==> config.mk <==
export PLATFORM = sky130hd
export DESIGN_NAME = sync_fifo_flags
export DESIGN_NICKNAME = d
export VERILOG_FILES = /design/src/rtl/sync_fifo_flags.sv
export SDC_FILE = /design/constraint.sdc
export NUM_CORES = 1
export LEC_CHECK = 0
export ABC_CLOCK_PERIOD_IN_PS = 2800
export CAP_MARGIN = 40
export CORE_AREA = 2 2 98 77
export CTS_CLUSTER_SIZE = 10
export DETAILED_ROUTE_END_ITERATION = 16
export DIE_AREA = 0 0 100 79
export SLEW_MARGIN = 20
export SYNTH_ARGS = -nofsm -noshare
export SYNTH_HDL_FRONTEND = slang
export SYNTH_SLANG_ARGS = --single-unit
==> constraint.sdc <==
create_clock -name clk -period 2.8 [get_ports clk]
set_input_delay 0.84 -clock clk [delete_from_list [all_inputs] [get_ports clk]]
set_output_delay 0.84 -clock clk [all_outputs]
set_load 0.1 [all_outputs]
==> src/rtl/sync_fifo_flags.sv <==
// sync_fifo_flags: parametrised single-clock FIFO with occupancy count, threshold flags, sticky errors and FWFT/registered read
//   clk          rising-edge clock for all state
//   rst_n        synchronous active-low reset
//   winc, wdata  write request and data
//   rinc         read request (pop)
//   rdata        read data (head when FWFT=1, last popped word when FWFT=0)
//   full, empty, almost_full, almost_empty  decodes of count
//   count        occupancy 0..DEPTH
//   overflow, underflow  sticky refused-write / refused-read flags
//   clr_err      clears both sticky flags (a same-cycle set wins)
module sync_fifo_flags #(
    parameter int DATA_WIDTH = 4,
    parameter int ADDR_WIDTH = 3,
    parameter int AF_LEVEL   = 6,
    parameter int AE_LEVEL   = 2,
    parameter int FWFT       = 1
) (
    input  logic                  clk,
    input  logic                  rst_n,
    input  logic                  winc,
    input  logic [DATA_WIDTH-1:0] wdata,
    input  logic                  rinc,
    output logic [DATA_WIDTH-1:0] rdata,
    output logic                  full,
    output logic                  empty,
    output logic                  almost_full,
    output logic                  almost_empty,
    output logic [ADDR_WIDTH:0]   count,
    output logic                  overflow,
    output logic                  underflow,
    input  logic                  clr_err
);
    localparam int DEPTH = 1 << ADDR_WIDTH;
    logic [DATA_WIDTH-1:0] mem [DEPTH];
    logic [ADDR_WIDTH-1:0] wptr, rptr;
    logic [DATA_WIDTH-1:0] rdata_q;
    logic                  wr_ok, rd_ok;
    assign wr_ok        = winc & ~full;
    assign rd_ok        = rinc & ~empty;
    assign full         = count == (ADDR_WIDTH+1)'(DEPTH);
    assign empty        = count == '0;
    assign almost_full  = count >= (ADDR_WIDTH+1)'(AF_LEVEL);
    assign almost_empty = count <= (ADDR_WIDTH+1)'(AE_LEVEL);
    assign rdata        = FWFT != 0 ? (empty ? '0 : mem[rptr]) : rdata_q;
    // write gated by rst_n so a write coinciding with reset never lands
    always_ff @(posedge clk)
        if (wr_ok && rst_n) mem[wptr] <= wdata;
    always_ff @(posedge clk) begin
        if (!rst_n) begin
            wptr      <= '0;
            rptr      <= '0;
            count     <= '0;
            rdata_q   <= '0;
            overflow  <= 1'b0;
            underflow <= 1'b0;
        end else begin
            if (wr_ok) wptr <= wptr + 1'b1;
            if (rd_ok) begin
                rptr    <= rptr + 1'b1;
                rdata_q <= mem[rptr];
            end
            count     <= count + (ADDR_WIDTH+1)'(wr_ok) - (ADDR_WIDTH+1)'(rd_ok);
            overflow  <= (winc & full) | (overflow & ~clr_err);
            underflow <= (rinc & empty) | (underflow & ~clr_err);
        end
    end
endmodule

==> results.toml, run 1 <==
[outcome]
status = "completed"

[layout]
drive_above_1_share_pct = 21.6
seq_area_sq_um = 1260
fillCellCount = 693
area_growth_pct = 25.4
multi_input_area_sq_um = 767
diodes = 0
num-nets-final = 222

[critical_path]
rrSetupSlack_ns = 0.47
cpMaxStageDelayCell = "or3b_4"
crit_path_end_kind = "primary output"
crit_start = "count[3]$_SDFF_PN0_"
worstPathMaxFanout = 7
reg2reg_to = "count[1]$_SDFF_PN0_"
startpoint_type = "flop"
r2r_start = "count[3]$_SDFF_PN0_"
path_cells = "inv_1 -> ha_1 -> or3b_4 -> and4_2 -> buf_12"
required_ns = 1.96
reg2reg_depth = 9
worstSetupPathType = "reg2out"
arrival_ns = 1.80
crit_path_max_incr_delay_ns = 0.45

[power_and_ir_drop]
powerDensity_nw_per_um2 = 1070
peakVddDrop_uv = 682
p_leak_uw = 0.000963

[run]
maxCapViolations = 0

[logic_synthesis]
synth_common_cells = "32 x edfxtp_1, 20 x mux2i_1, 15 x dfxtp_1, 14 x nand2_1, 10 x nand3_1"
yosysWarnings = 0
syn-num-nets = 185
synth_area_sq_um = 2090
ys_seq_area_share_pct = 60.3
synth_ff_type = "edfxtp_1"
synth.avg_cell_area_sq_um = 12.6
synth-seq-cells = 47
synthTopCellsByArea = "edfxtp_1 46%, dfxtp_1 14%, mux2i_1 9.6%"
synthCells = 166
synth_edf_count = 32
yosysMostFrequentCell = "edfxtp_1"
synth_top_cell_area_share_pct = 45.9
async_flop_share_pct = 0
ys_types = 32
yosysTopAreaCell = "edfxtp_1"

[drt]
drc_errors = 0
drtIter0Drc = 59
wire_per_inst_um = 14.1
num_vias = 1324
detail-route-antenna-nets = 0
finalWirelength_um = 4120
first_pass_iters = 4
viasPerCell = 4.55

[floorplan]
die_area_sq_um = 7900
row_count = 27
fp.dieW_um = 100
placeableCoreArea_sq_um = 7030
die_h_um = 79
initial_core_util_pct = 29.8
ioPinCount = 23

[clocking]
holdBufCountCts = 0
clk_pin_slew_ns = 0.09
cts_tree = "built"
cts_buffers = 5
cts_buffer_depth = 2
cts_root_buffer = "clkbuf_8"
h-tree-depth = 2
cts.sinks = 47
insertion_delay_ns = 0.29

[timing]
rsz0062_at_grt = "no"
period_needed_ns = 2.64
drv_slew = 0
fin_tns_setup_ns = 0
hold_viol_final = 0
tightest_slew_ns = 0.412
slew_headroom_pct = 72.2
max_freq_ghz = 0.378
fin_crit_sh_pct = 94.4
skew_ns = 0.00692
fin_ws_ns = 0.157
final-setup-viol-count = 0

[global_routing]
grt_max_degree = 17
grt_pass1_wl_um = 6760
first_global_vias = 1362
grt_usage_pct = 11.3
grt-ovfl-total = 0
grt_antenna_before_repair = 0

[placement]
dp_slack_ns = 0.111
portBuffers = 22
dp_hpwl_um = 3020
gp_congestion = 0.752

[min_path]
min-delay-start = "rptr[2]$_SDFFE_PN0P_"
hold_depth = 2
min_path_type = "reg2reg"
hold_end = "rptr[2]$_SDFFE_PN0P_"
routing by layer:
layer  routed length [um]  GRT usage, %  vias up
li1                     -             -      678
met1                 2060          15.4      624
met2                 1860          17.4       20
met3                  157          3.26        2
met4                   34          3.70        0
met5                    0             0        -
logic make-up (layout without fill, tap and decap cells):
family	after synthesis	count (layout)	synth area share (%)
DFF	47	47	60.3
buffers and inverters	13	51	3.35
AOI/OAI and AO/OA	19	19	5.56
adders and majority gates	10	10	6.34
and+or+nand+nor	55	55	14.1
xor gates and xnor gates	2	2	0.837
muxes	20	20	9.57
state kept, by name (all words and copies together), names as in the netlist, named ones only:
name,cells
count,4
rptr,3
underflow,1
wptr,3
mem,32
overflow,1
worst max-delay path by stage:
stage | end | slack [ns] | cells past startpoint
4_1_cts | rdata[3] | 0.01 | 5
5_1_grt | rdata[1] | 0.07 | 5
3_3_place_gp | count[1]$_SDFF_PN0_ | 0.16 | 7
2_1_floorplan | rdata[0] | 0.04 | 3
3_5_place_dp | count[3]$_SDFF_PN0_ | 0.11 | 8
6_report | rdata[1] | 0.16 | 5
layout by cell type (no fill, tap or decap), drive strengths merged:
cell type,synthesis,layout
edfxtp,32,32
buf,3,26
mux2i,20,20
dfxtp,15,15
nand2,14,14
nand3,10,10
a21oi,9,9
ha,9,9
clkdlybuf4s50,0,8
inv,8,8
nor2,7,7
clkbuf,1,6
nor2b,4,4
a22oi,4,4
and4,4,4
nor3,4,4
o21ai,4,4
or3,3,3
nand2b,3,3
or3b,2,2
xnor2,2,2
nor4,2,2
and2,2,2
clkinv,1,2
a32o,1,1
a21o,1,1
fa,1,1
clkinvlp,0,1
per-stage QoR:
| stage | total power, uW | utilization [%] | std cells | hold slack, ns | cell area, sq um |
|---|---|---|---|---|---|
| 3_5_place_dp | 2420 | 36.1 | 283 | 0.476 | 2540 |
| 3_3_place_gp | 2420 | 36.1 | 283 | 0.466 | 2540 |
| 6_report | 2810 | 37.3 | 291 | 0.483 | 2620 |
| 5_1_grt | 2950 | 37.3 | 291 | 0.527 | 2620 |
| 2_1_floorplan | 1980 | - | 166 | 0.456 | 2100 |
| 4_1_cts | 2820 | 37.3 | 291 | 0.491 | 2620 |
report_power, final:
group          leakage (uW)  total [uW]  switching (uW)  internal [uW]
logic              0.000510        1540            1030            514
registers          0.000412         864            58.2            806
clock network     0.0000412         401             226            175
repair_timing:
action                     CTS  global route
resized for setup            0             1
setup endpoints to repair    0             4
buffers inserted             0             0
worst max-delay path, delay by kind of cell (launching register included):
kind / cells / cell delay (ns)
adder cells (fa/ha/maj): 1 / 0.17
buffers and inverters: 2 / 0.30
flip-flops: 1 / 0.34
AND/OR/NAND/NOR: 2 / 0.69
layout make-up:
cell class / instances / share of cell area (%)
Sequential cell: 47 / 48.2
Multi-Input combinational cell: 106 / 29.2
Timing Repair Buffer: 34 / 13.8
Tap cell: 87 / 4.15
Clock buffer: 6 / 2.77
Inverter: 9 / 1.38
Clock inverter: 2 / 0.477
Power figures use the tool's default switching activity.
==> run 2, diff against run 1 <==
--- a/config.mk
+++ b/config.mk
@@ -6,12 +6,12 @@
 export NUM_CORES = 1
 export LEC_CHECK = 0
 export ABC_CLOCK_PERIOD_IN_PS = 2800
-export CAP_MARGIN = 40
+export CAP_MARGIN = 25
 export CORE_AREA = 2 2 98 77
 export CTS_CLUSTER_SIZE = 10
 export DETAILED_ROUTE_END_ITERATION = 16
 export DIE_AREA = 0 0 100 79
-export SLEW_MARGIN = 20
+export PLACE_DENSITY = 0.6
 export SYNTH_ARGS = -nofsm -noshare
 export SYNTH_HDL_FRONTEND = slang
 export SYNTH_SLANG_ARGS = --single-unit
==> results of run 2 <==
Same layout as run 1: the final DEF is identical, and so are final timing and power.
